[config.mk]
export PLATFORM = sky130hd
export DESIGN_NAME = multdiv_issue_ctrl
export DESIGN_NICKNAME = d
export VERILOG_FILES = /design/src/rtl/multdiv_issue_ctrl.sv
export SDC_FILE = /design/constraint.sdc
export NUM_CORES = 1
export LEC_CHECK = 0
export BUFFER_PORTS_ARGS = -buffer_cell sky130_fd_sc_hd__buf_4
export CAP_MARGIN = 20
export CORE_MARGIN = 5
export CORE_UTILIZATION = 38
export CTS_CLUSTER_DIAMETER = 100
export CTS_CLUSTER_SIZE = 30
export DETAILED_ROUTE_END_ITERATION = 10
export PLACE_DENSITY = 0.72
export SETUP_SLACK_MARGIN = 0.15
export SLEW_MARGIN = 25
export SYNTH_ARGS = -nofsm -noshare
export SYNTH_HDL_FRONTEND = slang
export SYNTH_SLANG_ARGS = --single-unit
[constraint.sdc]
create_clock -name clk -period 1.7 [get_ports clk]
set_input_delay 0.085 -clock clk [delete_from_list [all_inputs] [get_ports clk]]
set_output_delay 0.085 -clock clk [all_outputs]
set_load 0.005 [all_outputs]
[src/rtl/multdiv_issue_ctrl.sv]
// multdiv_issue_ctrl
// Issues one multiply/divide at a time to the multdiv unit. The controller
// latches the operands, emits a single start pulse and waits for the result.
// The result is held in an output register until the consumer acknowledges
// it. A watchdog forces an exception if the unit never answers.
module multdiv_issue_ctrl #(
    parameter int WIDTH   = 32,
    parameter int TIMEOUT = 40,
    parameter int CNT_W   = 6
) (
    input  logic             clk,
    input  logic             reset,
    input  logic             op_valid,
    input  logic             op_is_div,
    input  logic [WIDTH-1:0] op_a,
    input  logic [WIDTH-1:0] op_b,
    output logic             op_ready,
    output logic [WIDTH-1:0] data_operandA,
    output logic [WIDTH-1:0] data_operandB,
    output logic             ctrl_MULT,
    output logic             ctrl_DIV,
    input  logic [WIDTH-1:0] data_result,
    input  logic             data_exception,
    input  logic             data_resultRDY,
    output logic             busy,
    output logic             result_valid,
    output logic [WIDTH-1:0] result,
    output logic             result_exception,
    output logic             result_timeout,
    input  logic             result_ack
);

    localparam logic [1:0] IDLE   = 2'd0;
    localparam logic [1:0] LAUNCH = 2'd1;
    localparam logic [1:0] WAIT   = 2'd2;
    localparam logic [1:0] DONE   = 2'd3;

    // Final WAIT count before the watchdog fires
    localparam logic [CNT_W-1:0] TIMEOUT_LAST = CNT_W'(TIMEOUT - 1);

    logic [1:0]       state;
    logic [1:0]       nextState;
    logic [CNT_W-1:0] waitCnt;
    logic [WIDTH-1:0] opALatch;
    logic [WIDTH-1:0] opBLatch;
    logic             isDivLatch;
    logic [WIDTH-1:0] resultReg;
    logic             resultExcReg;
    logic             resultToReg;
    logic             watchdogHit;

    assign watchdogHit = (waitCnt == TIMEOUT_LAST);

    // Next-state selection; a result arriving on the watchdog's final cycle takes priority
    always_comb begin
        nextState = state;
        case (state)
            IDLE:    if (op_valid) nextState = LAUNCH;
            LAUNCH:  nextState = WAIT;
            WAIT:    if (data_resultRDY || watchdogHit) nextState = DONE;
            DONE:    if (result_ack) nextState = IDLE;
            default: nextState = IDLE;
        endcase
    end

    // State register; reset drops any operation in flight without emitting a pulse
    always_ff @(posedge clk or negedge reset) begin
        if (!reset) begin
            state <= IDLE;
        end else begin
            state <= nextState;
        end
    end

    // Operand latches, watchdog counter and result capture
    always_ff @(posedge clk or negedge reset) begin
        if (!reset) begin
            waitCnt      <= '0;
            opALatch     <= '0;
            opBLatch     <= '0;
            isDivLatch   <= 1'b0;
            resultReg    <= '0;
            resultExcReg <= 1'b0;
            resultToReg  <= 1'b0;
        end else begin
            case (state)
                IDLE: begin
                    if (op_valid) begin
                        opALatch   <= op_a;
                        opBLatch   <= op_b;
                        isDivLatch <= op_is_div;
                    end
                end
                LAUNCH: begin
                    waitCnt <= '0;
                end
                WAIT: begin
                    waitCnt <= waitCnt + 1'b1;
                    if (data_resultRDY) begin
                        resultReg    <= data_result;
                        resultExcReg <= data_exception;
                        resultToReg  <= 1'b0;
                    end else if (watchdogHit) begin
                        resultReg    <= '0;
                        resultExcReg <= 1'b1;
                        resultToReg  <= 1'b1;
                    end
                end
                default: begin
                end
            endcase
        end
    end

    // Output decode from the registered state
    always_comb begin
        op_ready         = (state == IDLE);
        busy             = (state != IDLE);
        result_valid     = (state == DONE);
        ctrl_MULT        = (state == LAUNCH) && !isDivLatch;
        ctrl_DIV         = (state == LAUNCH) && isDivLatch;
        data_operandA    = opALatch;
        data_operandB    = opBLatch;
        result           = resultReg;
        result_exception = resultExcReg;
        result_timeout   = resultToReg;
    end

endmodule

==> impl_metrics.yaml, run 1 <==
run_status:
  outcome: "finished, violations left"
  violations: "hold timing"
sta:
  setup_viol: 0
  worstMarginPinSlew_ns: 0.372
  fin_tns_setup_ns: 0
  layout_worst_path_cycle_share_pct: 89.1
  period_minus_slack_ns: 1.52
  timing.hold.ws_ns: -0.00860
  drv_slew: 0
  fin_skew_ns: 0.00553
  layout_setup_ws_ns: 0.185
  slew_headroom_pct: 75.2
  clock.fmax_ghz: 0.660
  rsz0062_at_grt: "no"
  hold_viol: 2
cts:
  clkLatencyLatePin_ns: 0.33
  root_buffer: "clkbuf_16"
  clk_pin_slew_ns: 0.07
  clock-sinks: 107
  cts_buffer_depth: 2
  numCtsBuffers: 9
  cts_tree: "built"
  htreeDepth: 3
placement:
  hpwlAfterDp_um: 9110
  gp_congestion: 0.799
  numPortBuffers: 205
  post-place-ws_ns: -0.0285
  dpl-instance-area_um2: 6330
logic_synthesis:
  syn_nets: 485
  synth_top_area_share_pct: 58.3
  synth_area_leaders: "dfrtp_1, mux2_2, nand2_1"
  netlist_instances: 376
  ys_seq_area_share_pct: 58.3
  avgSynthCellArea_um2: 12.2
  yosysMostFrequentCell: "dfrtp_1"
  synth_area_um2: 4590
  yosysWarnings: 0
  yosysTopAreaCell: "dfrtp_1"
  synth_edf_count: 0
  synth_cell_types: 33
  synthArstFlopShare_pct: 100
  synth_common_cells: "dfrtp_1, nand2_1, mux2_2"
  synth_flop_cell: "dfrtp_1"
  synth_seq_cells: 107
global_route:
  grt_pass1_wl_um: 23200
  grt_start_max_net_pins: 40
  track_usage_pct: 20.2
  grt_pass1_vias: 4387
  antenna_found_initial: 1
  overflow: 0
routing:
  via_per_inst: 4.87
  vias: 4101
  dr.pass1.iters: 4
  drcViolationCount: 0
  drtAntennaViolNets: 0
  totalWireLength_um: 14700
  drt-wirelength-per-cell_um: 17.5
  drt_iter0_drc: 244
flow_run:
  maxCapViolCount: 0
hold_path:
  whs_path_depth: 3
  min_path_type: "input pin to flip-flop"
pwr:
  leakagePower_nw: 3.78
  powerDensity_nw_per_um2: 1560
  vdd_drop_max_uv: 679
setup_path:
  cp_data_required_time_ns: 1.92
  critPathMaxFanout: 4
  crit_family: "simple AND/OR/NAND/NOR gates"
  cp-start-kind: "flip-flop"
  worstPathArrival_ns: 1.74
  critPathMaxStageDelay_ns: 0.43
  cp_num_buf_inv: 1
  endpoint_kind: "flip-flop"
  worst-r2r-cell-count: 5
  crit_type: "flip-flop to flip-flop"
  cp.depth: 5
  cp_slowest_cell: "dfrtp_1"
  cp_cell_sequence: "inv_2, ha_4, nor2b_4, or4_4, o311a_1"
floorplan:
  die-area_um2: 14400
  design.core.area_um2: 11900
  chipHeight_um: 120
  initial_core_util_pct: 38.5
  rows: 40
  die_w_um: 120
  boundaryPins: 206
final_layout:
  fin_util_pct: 65.1
  nets: 798
  layout-drive-gt1-share_pct: 47.1
  syn_to_final_growth_pct: 69.0
  fin_area_um2: 7760
-- placed cells by master (no fill, tap or decap), types with 3 or more instances in the layout --
cell type / instances
buf_6: 4
o311ai_1: 25
dfrtp_1: 106
mux2_2: 65
dlygate4sd3_1: 95
buf_12: 4
ha_4: 3
o311ai_0: 7
inv_1: 35
clkbuf_16: 9
inv_2: 3
buf_4: 218
nor2b_1: 3
o21ai_0: 5
nand2_1: 68
-- per-layer routing --
layer  track usage (%)  vias up  routed length [um]
li1                  -     1913                   -
met1              24.2     1986                6040
met5                 0        -                   0
met2              35.3      174                7320
met4              7.30        0                 331
met3              4.81       28                1050
-- state kept, by name, indices dropped and copies added (netlist names) --
name,cells
data_operandA,32
data_operandB,32
result,32
waitCnt,6
state,2
isDivLatch,1
result_exception,1
result_timeout,1
-- kinds of logic after synthesis --
kind of cell	Yosys count	share of synthesized area (%)
adder cells (fa/ha/maj)	6	1.64
AND/OR/NAND/NOR	87	8.72
buffers and inverters	60	6.27
flip-flops	107	58.3
multiplexers	67	16.4
AO/OA/AOI/OAI	49	8.67
-- area by class of cell --
type                       count  area (um^2)
multi-input combinational    209         1720
fill                         827         4150
tap                          147          184
timing repair buffer         323         2760
antenna                        1         2.50
inverter                      39          146
clock buffer                   9          225
sequential                   107         2680
clock inverter                 7         51.3
-- tightest hold or removal path, delay by kind of cell --
family,cells,cell delay (ns)
AO/OA/AOI/OAI,1,0.08
buffers and inverters,1,0.08
AND/OR/NAND/NOR,1,0.04
-- stage by stage --
step,std cells,power (W)
floorplan,376,0.00671
global placement,721,0.00925
detailed placement,721,0.00947
CTS,835,0.0118
global route,842,0.0129
finish,842,0.0121
-- final timing paths --
kind                              startpoint                 to  slack (ns)
setup reg to reg                    state[0]           state[0]        0.18
max in group asynchronous              reset   data_operandB[9]        0.93
hold / removal               data_result[16]         result[16]      -0.009
hold reg to reg            data_operandB[22]  data_operandB[22]        0.51
min in group asynchronous              reset          result[4]        0.20
setup / recovery                    state[0]           state[0]        0.18
-- timing repair --
| action | CTS | global route |
|---|---|---|
| buffers inserted | 3 | 5 |
| endpoints found under the setup margin | 102 | 86 |
| pin swaps | 0 | 7 |
| hold buffers | 94 | 1 |
| gates resized for setup | 10 | 23 |
| gates cloned | 1 | 0 |
| endpoints found under the hold margin | 181 | 1 |
-- power by group --
group	internal (W)	switching, W
sequential	0.00373	0.000827
clock	0.00100	0.000928
combinational	0.00339	0.00225
total	0.00812	0.00401
(Power assumes the default switching activity.)
==> inputs of run 2 (changes only) <==
--- a/config.mk
+++ b/config.mk
@@ -7,6 +7,7 @@
 export LEC_CHECK = 0
 export BUFFER_PORTS_ARGS = -buffer_cell sky130_fd_sc_hd__buf_4
 export CAP_MARGIN = 20
+export CORE_ASPECT_RATIO = 0.9
 export CORE_MARGIN = 5
 export CORE_UTILIZATION = 38
 export CTS_CLUSTER_DIAMETER = 100
==> run 2 against run 1 <==
  * The flow now finishes without violations
  * Register-to-register slack hardly changed
  * Setup slack worse by 0.013 ns
  * Sequential power hardly changed
  * Largest power group unchanged
  * Combinational power hardly changed
  * Final area is 0.79% higher
  * Via count is 0.71% lower
  * Core utilization is 0.39 points higher
  * Wire length is 1.7% higher
==> impl_metrics.yaml, run 2 (same netlist as run 1, synthesis figures left out) <==
run_status:
  outcome: "completed"
setup_path:
  r2r-end: "state[0]"
  cp_slowest_cell: "or4_1"
  cp_data_required_time_ns: 1.92
  r2r_start: "state[1]"
  crit_family: "simple AND/OR/NAND/NOR gates"
  r2r_slack_ns: 0.17
  critPathMaxStageDelay_ns: 0.51
  critPathMaxFanout: 9
  cp_num_buf_inv: 1
  cp-endpoint: "state[0]"
  endpoint_kind: "flip-flop"
  worst-r2r-cell-count: 4
  crit_type: "flip-flop to flip-flop"
  crit_start: "state[1]"
  cp-start-kind: "flip-flop"
  cp.depth: 4
  worstPathArrival_ns: 1.75
  cp_cell_sequence: "buf_4, ha_4, or4_1, o311a_1"
routing:
  drcViolationCount: 0
  drt-wirelength-per-cell_um: 17.6
  totalWireLength_um: 15000
  drtAntennaViolNets: 0
  dr.pass1.iters: 4
  vias: 4072
  drt_iter0_drc: 281
  via_per_inst: 4.78
global_route:
  top_usage_layer: "met2"
  use_met1_pct: 25.4
  grt_start_max_net_pins: 46
  grtUsageMet2_pct: 33.9
  grt_pass1_wl_um: 23200
  antenna_found_initial: 0
  overflow: 0
  use_met3_pct: 5.78
  grt_pass1_vias: 4323
  track_usage_pct: 19.9
final_layout:
  fillers: 839
  most-common-layout-cells: "buf_4, dfrtp_1, dlygate4sd3_1, nand2_1, mux2_2"
  fin_util_pct: 65.5
  seqCellArea_um2: 2680
  layout-drive-gt1-share_pct: 46.3
  syn_to_final_growth_pct: 70.3
  diodes: 0
  nets: 795
  mostFrequentLayoutCell: "buf_4"
  multi_input_area_um2: 1710
pwr:
  leakagePower_nw: 3.79
  power_frac_comb_pct: 46.1
  power_frac_seq_pct: 37.4
  vdd_drop_max_uv: 649
  clockPowerShare_pct: 16.5
  swShare_pct: 33.3
  power_w: 0.0122
  internal_power_w: 0.00813
  powerDensity_nw_per_um2: 1560
  switching_power_w: 0.00405
floorplan:
  design.core.area_um2: 11900
  chipHeight_um: 114
  die_w_um: 126
  rows: 38
  boundaryPins: 206
  initial_core_util_pct: 38.5
  die-area_um2: 14400
hold_path:
  min_path_type: "input pin to flip-flop"
sta:
  fin_tns_setup_ns: 0
  fin_skew_ns: 0.0119
  clock.fmax_ghz: 0.655
  hold_viol: 0
  slew_headroom_pct: 72.5
  drv_slew: 0
  layout_setup_ws_ns: 0.172
  period_minus_slack_ns: 1.53
  setup_viol: 0
  timing.hold.ws_ns: 0.0666
  worstMarginPinSlew_ns: 0.412
  rsz0062_at_grt: "yes"
  layout_worst_path_cycle_share_pct: 89.9
cts:
  root_buffer: "clkbuf_16"
  clkLatencyLatePin_ns: 0.33
  cts_tree: "built"
  clock-sinks: 107
  numCtsBuffers: 9
  cts_buffer_depth: 2
  clk_pin_slew_ns: 0.08
  htreeDepth: 3
placement:
  numPortBuffers: 205
  post-place-ws_ns: -0.0112
  gp_congestion: 0.780
  hpwlAfterDp_um: 9090
flow_run:
  maxCapViolCount: 0
run 2: worst min path at each step:
stage	from	to	slack, ns	depth (start not counted)
after floorplan	reset	data_operandA[0]	-0.21	0
after global placement	reset	result[23]	0.04	1
after detailed placement	reset	result[23]	0.04	1
after CTS	data_exception	result_exception	0.06	3
after global routing	data_exception	result_exception	0.08	3
final	data_exception	result_exception	0.07	3
run 2: layer usage:
layer	vias to the layer above	routed length, um	share of wire (%)
li1	1914	-	-
met1	1969	6360	42
met2	175	7310	49
met3	14	1170	7.8
met4	0	142	0.95
met5	-	0	0
run 2: per-stage QoR:
| step | cell area (um^2) | cells |
|---|---|---|
| floorplan | 4590 | 376 |
| global placement | 6310 | 728 |
| detailed placement | 6310 | 728 |
| CTS | 7670 | 846 |
| global route | 7820 | 851 |
| finish | 7820 | 851 |
run 2: power by group through the flow:
stage	clock network [W]	logic (W)	registers (W)
2_1_floorplan	0	0.00223	0.00448
3_3_place_gp	0	0.00476	0.00446
3_5_place_dp	0	0.00491	0.00452
4_1_cts	0.00206	0.00531	0.00448
5_1_grt	0.00217	0.00611	0.00469
6_report	0.00201	0.00562	0.00455
run 2: area by class of cell:
cell class,instances,share of cell area [%]
Multi-Input combinational cell,209,21.8
Clock buffer,10,2.93
Sequential cell,107,34.3
Tap cell,160,2.56
Timing Repair Buffer,320,35.7
Clock inverter,6,0.784
Inverter,39,1.92
run 2: repair_timing:
item	4_1_cts	5_1_grt
setup buffers	3	2
setup endpoints to repair	101	78
gates cloned	1	3
pin swaps	0	5
gates resized for setup	9	19
endpoints found under the hold margin	123	0
hold buffers	98	0
run 2: worst reg2reg max path, stage by stage (launching register included):
cell     delay, ns
dfrtp_1       0.43
buf_4         0.16
ha_4          0.18
or4_1         0.51
o311a_1       0.13
